### config.mk
export PLATFORM = sky130hd
export DESIGN_NAME = kmeans_accum_bank
export DESIGN_NICKNAME = d
export VERILOG_FILES = /design/src/rtl/kmeans_accum_bank.sv
export SDC_FILE = /design/constraint.sdc
export NUM_CORES = 2
export LEC_CHECK = 0
export CORE_ASPECT_RATIO = 1.4
export CORE_MARGIN = 4
export CORE_UTILIZATION = 50
export DETAILED_ROUTE_END_ITERATION = 10
export HOLD_SLACK_MARGIN = 0.05
export PLACE_DENSITY = 0.76
export SYNTH_ARGS = -nofsm -noshare
export SYNTH_HDL_FRONTEND = slang
export SYNTH_SLANG_ARGS = --single-unit
export TNS_END_PERCENT = 100
### constraint.sdc
create_clock -name clk -period 3.7 [get_ports clk]
set_input_delay 0.37 -clock clk [delete_from_list [all_inputs] [get_ports clk]]
set_output_delay 0.37 -clock clk [all_outputs]
set_load 0.05 [all_outputs]
### src/rtl/kmeans_accum_bank.sv
// kmeans_accum_bank: per-centroid accumulator bank for the k-means classify stage.
// Points enter through a 2-stage pipe: stage 1 registers the point and index, and
// stage 2 writes the target centroid. The bank is drained one centroid per handshake.
// Optional build macro KM_ACC_SATURATE_EN: overflowing sums and counts clamp to their
// maximum value. Without it they wrap modulo their width. The ovf flag is set either way.

// One centroid: coordinate-wise running sum, point count and sticky overflow.
module kmeans_cent_acc #(
  parameter int DIM     = 7,
  parameter int COORD_W = 13,
  parameter int ACC_W   = 22,
  parameter int CNT_W   = 10
) (
  input  logic                            clk,
  input  logic                            rst,
  input  logic                            clr,
  input  logic                            we,
  input  logic [DIM-1:0][COORD_W-1:0]     point,
  output logic [DIM-1:0][ACC_W-1:0]       sum,
  output logic [CNT_W-1:0]                cnt,
  output logic                            ovf
);
  logic [DIM-1:0][ACC_W:0]   sum_ext;
  logic [DIM-1:0][ACC_W-1:0] sum_nxt;
  logic [DIM-1:0]            carry;
  logic [CNT_W:0]            cnt_ext;
  logic [CNT_W-1:0]          cnt_nxt;

  // Zero-extend each coordinate and keep the carry bit to detect overflow.
  for (genvar d = 0; d < DIM; d++) begin : g_dim
    assign sum_ext[d] = {1'b0, sum[d]} + {{(ACC_W + 1 - COORD_W){1'b0}}, point[d]};
    assign carry[d]   = sum_ext[d][ACC_W];
`ifdef KM_ACC_SATURATE_EN
    assign sum_nxt[d] = carry[d] ? {ACC_W{1'b1}} : sum_ext[d][ACC_W-1:0];
`else
    assign sum_nxt[d] = sum_ext[d][ACC_W-1:0];
`endif
  end

  assign cnt_ext = {1'b0, cnt} + {{CNT_W{1'b0}}, 1'b1};
`ifdef KM_ACC_SATURATE_EN
  assign cnt_nxt = cnt_ext[CNT_W] ? {CNT_W{1'b1}} : cnt_ext[CNT_W-1:0];
`else
  assign cnt_nxt = cnt_ext[CNT_W-1:0];
`endif

  // Accumulate on write. Clear has priority over a same-cycle write.
  always_ff @(posedge clk) begin
    if (rst || clr) begin
      sum <= '0;
      cnt <= '0;
      ovf <= 1'b0;
    end else if (we) begin
      sum <= sum_nxt;
      cnt <= cnt_nxt;
      if ((|carry) || cnt_ext[CNT_W]) ovf <= 1'b1;
    end
  end
endmodule

module kmeans_accum_bank #(
  parameter int CENT_NUM = 8,
  parameter int DIM      = 7,
  parameter int COORD_W  = 13,
  parameter int ACC_W    = 22,
  parameter int CNT_W    = 10,
  parameter int IDX_W    = 4
) (
  input  logic                     clk,
  input  logic                     rst,
  input  logic                     in_valid,
  output logic                     in_ready,
  input  logic [IDX_W-1:0]         in_index,
  input  logic [DIM*COORD_W-1:0]   in_point,
  input  logic                     clr,
  input  logic                     drain_start,
  input  logic                     drain_clear,
  output logic                     out_valid,
  input  logic                     out_ready,
  output logic [IDX_W-1:0]         out_index,
  output logic [DIM*ACC_W-1:0]     out_sum,
  output logic [CNT_W-1:0]         out_cnt,
  output logic                     out_ovf,
  output logic                     drain_done,
  output logic                     idx_err
);
  typedef enum logic [1:0] {ACCUM, FLUSH, DRAIN, DONE} state_t;

  state_t                                state, state_nxt;
  logic [1:0]                            vld_pipe;   // [0] stage 1 holds a point, [1] bank write just landed
  logic [IDX_W-1:0]                      s1_idx;
  logic [DIM-1:0][COORD_W-1:0]           s1_point;
  logic                                  accept, clr_eff, bank_clr, drain_clr_q, s1_oor, last_beat;
  logic [IDX_W-1:0]                      beat;
  logic [CENT_NUM-1:0]                   we;
  logic [CENT_NUM-1:0][DIM-1:0][ACC_W-1:0] bank_sum;
  logic [CENT_NUM-1:0][CNT_W-1:0]        bank_cnt;
  logic [CENT_NUM-1:0]                   bank_ovf;

  assign in_ready  = (state == ACCUM) & ~drain_start & ~clr & ~rst;
  assign accept    = in_valid & in_ready;
  assign clr_eff   = clr & (state == ACCUM);
  assign bank_clr  = clr_eff | ((state == DONE) & drain_clr_q);
  assign s1_oor    = {1'b0, s1_idx} >= (IDX_W + 1)'(CENT_NUM);
  assign last_beat = beat == IDX_W'(CENT_NUM - 1);

  // Pipe valids. Clear kills any in-flight point.
  always_ff @(posedge clk) begin
    if (rst || clr_eff) vld_pipe <= '0;
    else                vld_pipe <= {vld_pipe[0], accept};
  end

  // Stage 1 point and index capture.
  always_ff @(posedge clk) begin
    if (rst) begin
      s1_idx   <= '0;
      s1_point <= '0;
    end else if (accept) begin
      s1_idx   <= in_index;
      s1_point <= in_point;
    end
  end

  // Stage 2: route the registered point to its centroid. Out-of-range indices write nothing.
  for (genvar c = 0; c < CENT_NUM; c++) begin : g_cent
    assign we[c] = vld_pipe[0] & (s1_idx == IDX_W'(c));
    kmeans_cent_acc #(.DIM(DIM), .COORD_W(COORD_W), .ACC_W(ACC_W), .CNT_W(CNT_W)) u_acc (
      .clk   (clk),
      .rst   (rst),
      .clr   (bank_clr),
      .we    (we[c]),
      .point (s1_point),
      .sum   (bank_sum[c]),
      .cnt   (bank_cnt[c]),
      .ovf   (bank_ovf[c])
    );
  end

  // Sticky out-of-range flag, set when the dropped point reaches stage 2.
  always_ff @(posedge clk) begin
    if (rst || bank_clr)          idx_err <= 1'b0;
    else if (vld_pipe[0] && s1_oor) idx_err <= 1'b1;
  end

  // Remember whether this drain should zero the bank when it finishes.
  always_ff @(posedge clk) begin
    if (rst)                                            drain_clr_q <= 1'b0;
    else if (state == ACCUM && drain_start && !clr)     drain_clr_q <= drain_clear;
  end

  // Drain beat counter. It advances on each accepted beat and wraps after the last one.
  always_ff @(posedge clk) begin
    if (rst)                                beat <= '0;
    else if (state == DRAIN && out_ready)   beat <= last_beat ? '0 : beat + 1'b1;
  end

  // FSM state register.
  always_ff @(posedge clk) begin
    if (rst) state <= ACCUM;
    else     state <= state_nxt;
  end

  // Next state. A clear wins over a same-cycle drain request.
  always_comb begin
    state_nxt = state;
    case (state)
      ACCUM: if (drain_start && !clr)      state_nxt = FLUSH;
      FLUSH: if (vld_pipe == 2'b00)        state_nxt = DRAIN;
      DRAIN: if (out_ready && last_beat)   state_nxt = DONE;
      DONE:                                state_nxt = ACCUM;
      default:                             state_nxt = ACCUM;
    endcase
  end

  // Drain payload mux. The bank is frozen during DRAIN, so the payload holds across stalls.
  always_comb begin
    out_valid  = (state == DRAIN);
    drain_done = (state == DONE);
    out_index  = '0;
    out_sum    = '0;
    out_cnt    = '0;
    out_ovf    = 1'b0;
    if (state == DRAIN) begin
      out_index = beat;
      for (int c = 0; c < CENT_NUM; c++) begin
        if (beat == IDX_W'(c)) begin
          out_sum = bank_sum[c];
          out_cnt = bank_cnt[c];
          out_ovf = bank_ovf[c];
        end
      end
    end
  end
endmodule
==> summary.log <==
[run_status] status finished, violations left
[run_status] violations in the final reports negative setup slack
[placed_design] Cell Area, Placed 105000 sq um
[logic_synthesis] Synth top cells by count nand2_1 (1698), a21oi_1 (1548), dfxtp_1 (1425)
[critical_path] Critical Path Sink out_sum[82]
[die] Total Die Area 199000 sq um
[layout] area of all placed cells without fillers 115000 sq um
[clock_network] worst-case clock buffer depth 3
[layout] number of cells in the finished layout apart from fillers 15505
[routing] total via count after detailed routing 100167
[pwr] Reg power frac 41.9%
[timing] smallest hold slack 0.0775 ns
[logic_synthesis] synthesized instance count 12638
[clock_network] number of levels the H-tree was split into 4
[die] width of the die 378 microns
[critical_path] crit end category output pin
[clock_network] number of buffers created by CTS 151
[placed_design] half-perimeter wire length after placement 248000 microns
[routing] drt pass-1 iters 7
[grt] routing usage on met2 55.9%
[logic_synthesis] share of the synthesized area in the top cell type 29.7%
[routing] number of DRC violations after detailed-routing iteration 0 9527
[pwr] reported net switching power 10.9 mW
[clock_network] CTS tree built
[clock_network] Sinks on Clock Net 1425
[critical_path] critical setup path kind register to output pin
[clock_network] clock-pin slew reported for the worst setup and hold paths after clock tree synthesis 0.07 ns
[critical_path] CP Cell Sequence inv_4 -> ha_4 -> nor4b_4 -> buf_6 -> buf_12 -> buf_16 -> a221oi_1 -> nor3_1 -> a221oi_1 -> a211oi_1 -> a21oi_1 -> a21oi_1 -> buf_4 -> buf_12
[timing] shortest clock period the worst path allows after layout 4.10 ns
[critical_path] worst r2r src s1_point[78]$_SDFFE_PP0P_
[critical_path] master of the slowest instance on the critical path dfxtp_4
[clock_network] clock root buffer master clkbuf_16
[logic_synthesis] Yosys top cell by area dfxtp_1
[grt] global routing met1 resource utilization 38.4%
[timing] number of setup violations in the final report 165
[grt] Most Crowded Layer GR met2
[layout] proportion of layout cells with a drive suffix above 1 12.8%
[grt] antenna violations before repair 22
[timing] worst setup slack after layout -0.402 ns
[logic_synthesis] YS warnings 0
[timing] worst slew margin relative to its limit 19.8%
[timing] Max Transition Viols Final 0
[routing] number of antenna-violating nets in the routed design 0
[placed_design] number of placed cells counting well taps 15121
[critical_path] RR Endpoint g_cent[6].u_acc.ovf$_SDFFE_PP0P_
[logic_synthesis] Net Count, Synth 13540
[critical_path] Crit path max-delay family buffers and inverters
[die] Placement Rows 189
[layout] fin util 60.7%
[timing] transition time of the tightest slew-check pin 1.20 ns
[critical_path] delay contributed by the slowest stage of the critical path 0.36 ns
[critical_path] beginning of the critical path beat[1]$_SDFFE_PP0P_
[placed_design] count of buffers from port buffering 274
[critical_path] length in cells of the worst reg-to-reg path 11
[logic_synthesis] cell area after technology mapping 95900 sq um
[clock_network] source-to-sink clock delay at the later pin of the worst-skew pair 0.86 ns
[layout] Final #Nets 13792
[logic_synthesis] post-synthesis area per instance 7.59 sq um
[die] height of the die 526 microns
[placed_design] final weighted congestion in routability-driven placement 0.984
[timing] worst clock skew on the final layout 0.0333 ns
[timing] hold violation total from the final report 0
[hold_path] worst min path class input pin to register
[critical_path] buffer and inverter count on the worst path 6
[pwr] Logic pwr share 14.7%
[critical_path] CP arrival 3.73 ns
[critical_path] number of gates on the worst path with buffers counted 14
[pwr] internal power summed over all cells 26.1 mW
[logic_synthesis] Top FF cell, synth dfxtp_1
[grt] global-route track usage on met3 6.90%
[grt] largest net degree at the start of global routing 146
[logic_synthesis] count of state elements after synthesis 1425
[critical_path] Reg2Reg Setup Slack -0.02 ns
[pwr] worst-case vdd ir drop 0.000471 V
[job] maximum capacitance violations 0
[pwr] PwrDens 321 nW/um^2
[timing] highest clock frequency the design can meet 244 MHz
[grt] vias in the first global route 96176
[layout] area added between synthesis and finish 20.3%
[routing] number of vias per cell after detailed routing 6.46
[die] starting utilization of the core area 50.4%
[pwr] leakage 44.2 nW
[logic_synthesis] count of flip-flops with a built-in enable after synthesis 0
[grt] residual overflow from global routing 0
[timing] share of the clock period used by the worst path 111%
[grt] global-route wire length before repair 536000 microns
[logic_synthesis] leading cell types by total area after synthesis dfxtp_1 (30%), ha_1 (9.7%), a21oi_1 (8.1%), nand2_1 (6.6%), nor2_1 (5.6%)
[pwr] switch share 29.6%
[routing] average wire per standard cell 23.0 microns
[timing] setup repair after global routing missed its margin yes
[routing] DRC 0
[grt] overall global routing resource usage 33.7%
[logic_synthesis] Async SR Flop Fraction 0%
[routing] Final Routed Wirelength 356000 microns
[logic_synthesis] Unique masters post-synth 94
[pwr] Design Power 37.0 mW
[logic_synthesis] sequential area share after synthesis 29.7%
[critical_path] launching element type of the critical path register
[pwr] portion of total power attributed to the clock network 43.4%
[die] boundary pin count 275
[critical_path] critical path fanouts, max 9
[critical_path] required time worst endpoint 3.33 ns
[die] core region area 190000 sq um
[logic_synthesis] most common cell in the netlist nand2_1
[per-stage QoR]
step           TNS (ns)  worst slack, ns
2_1_floorplan         0           0.0225
3_3_place_gp      -1.79           -0.751
5_1_grt          -43.80           -0.416
6_report         -30.51           -0.402
3_5_place_dp     -0.261           -0.261
4_1_cts          -31.31           -0.369
[per-layer routing]
layer | part of all wire, % | wire length, microns | vias to the layer above
met2 | 46 | 164000 | 4825
li1 | - | - | 46298
met5 | 0.029 | 105 | -
met1 | 36 | 129000 | 47527
met3 | 9.0 | 32100 | 1501
met4 | 8.5 | 30300 | 16
[logic make-up after synthesis]
family	count (synthesis)	share of synthesized area, %
compound gates	3828	25.3
xor+xnor	817	7.46
fa+ha+maj	800	10.9
buf+inv	932	3.71
flops	1425	29.7
mux	22	0.230
simple gates	4814	22.7
[power by group through the flow]
stage                     Combinational [mW]  Clock (mW)  Sequential (mW)
final                                   5.45        16.0             15.5
after global routing                    5.68        16.7             15.5
after CTS                               5.08        16.1             15.5
after detailed placement                4.20           0             15.9
after global placement                  4.13           0             15.8
after floorplan                         2.46           0             15.8
[worst reg2reg max path, delay by kind of cell, from the launching register on]
family	cells	cell delay [ns]
AOI/OAI and AO/OA	4	0.81
adders and majority gates	2	0.58
buffers and inverters	2	0.30
and+or+nand+nor	3	1.39
DFF	1	0.58
[how the worst min path moves through the flow]
stage / to / depth (start not counted) / start
finish: s1_point[8]$_SDFFE_PP0P_ / 3 / in_point[8]
global route: s1_point[29]$_SDFFE_PP0P_ / 3 / in_point[29]
CTS: s1_point[70]$_SDFFE_PP0P_ / 3 / in_point[70]
detailed placement: g_cent[7].u_acc.sum[2]$_SDFFE_PP0P_ / 2 / g_cent[7].u_acc.sum[2]$_SDFFE_PP0P_
global placement: g_cent[7].u_acc.sum[90]$_SDFFE_PP0P_ / 2 / g_cent[7].u_acc.sum[90]$_SDFFE_PP0P_
floorplan: g_cent[7].u_acc.sum[140]$_SDFFE_PP0P_ / 2 / g_cent[7].u_acc.sum[140]$_SDFFE_PP0P_
[cell usage in the layout, fill, tap and decap left out, types with 193 or more instances in the layout]
master	n
inv_1	274
o21ai_0	597
a21oi_2	206
xnor2_1	548
nor2_1	1414
a211oi_1	285
ha_1	739
buf_4	340
or3_1	193
nor3_1	301
nand2_1	1687
buf_12	220
nand3_1	308
a21oi_1	1341
dfxtp_1	1421
xor2_1	269
[state kept, by name, indices dropped and copies added, names as in the netlist]
register,cells
g_cent.u_acc.ovf,8
g_cent.u_acc.sum,1232
idx_err,1
beat,4
state,2
g_cent.u_acc.cnt,80
drain_clr_q,1
vld_pipe,2
s1_idx,4
s1_point,91
[area by class of cell]
cell class,instances,area (sq um)
diodes,10,25.0
clock buffers,223,4450
clock inverters,52,623
fillers,16171,74800
inverters,277,1050
multi-input cells,10282,67900
flip-flops and latches,1425,28500
well taps,2483,3110
repair buffers,753,9640
[timing repair]
action,CTS,global route
setup endpoints to repair,167,170
gates cloned,21,8
pin swaps,240,143
gates resized for setup,509,303
setup buffers,39,30
hold buffers,9,0
endpoints found under the hold margin,9,0
Note: power is estimated with default switching activity, not from simulation.
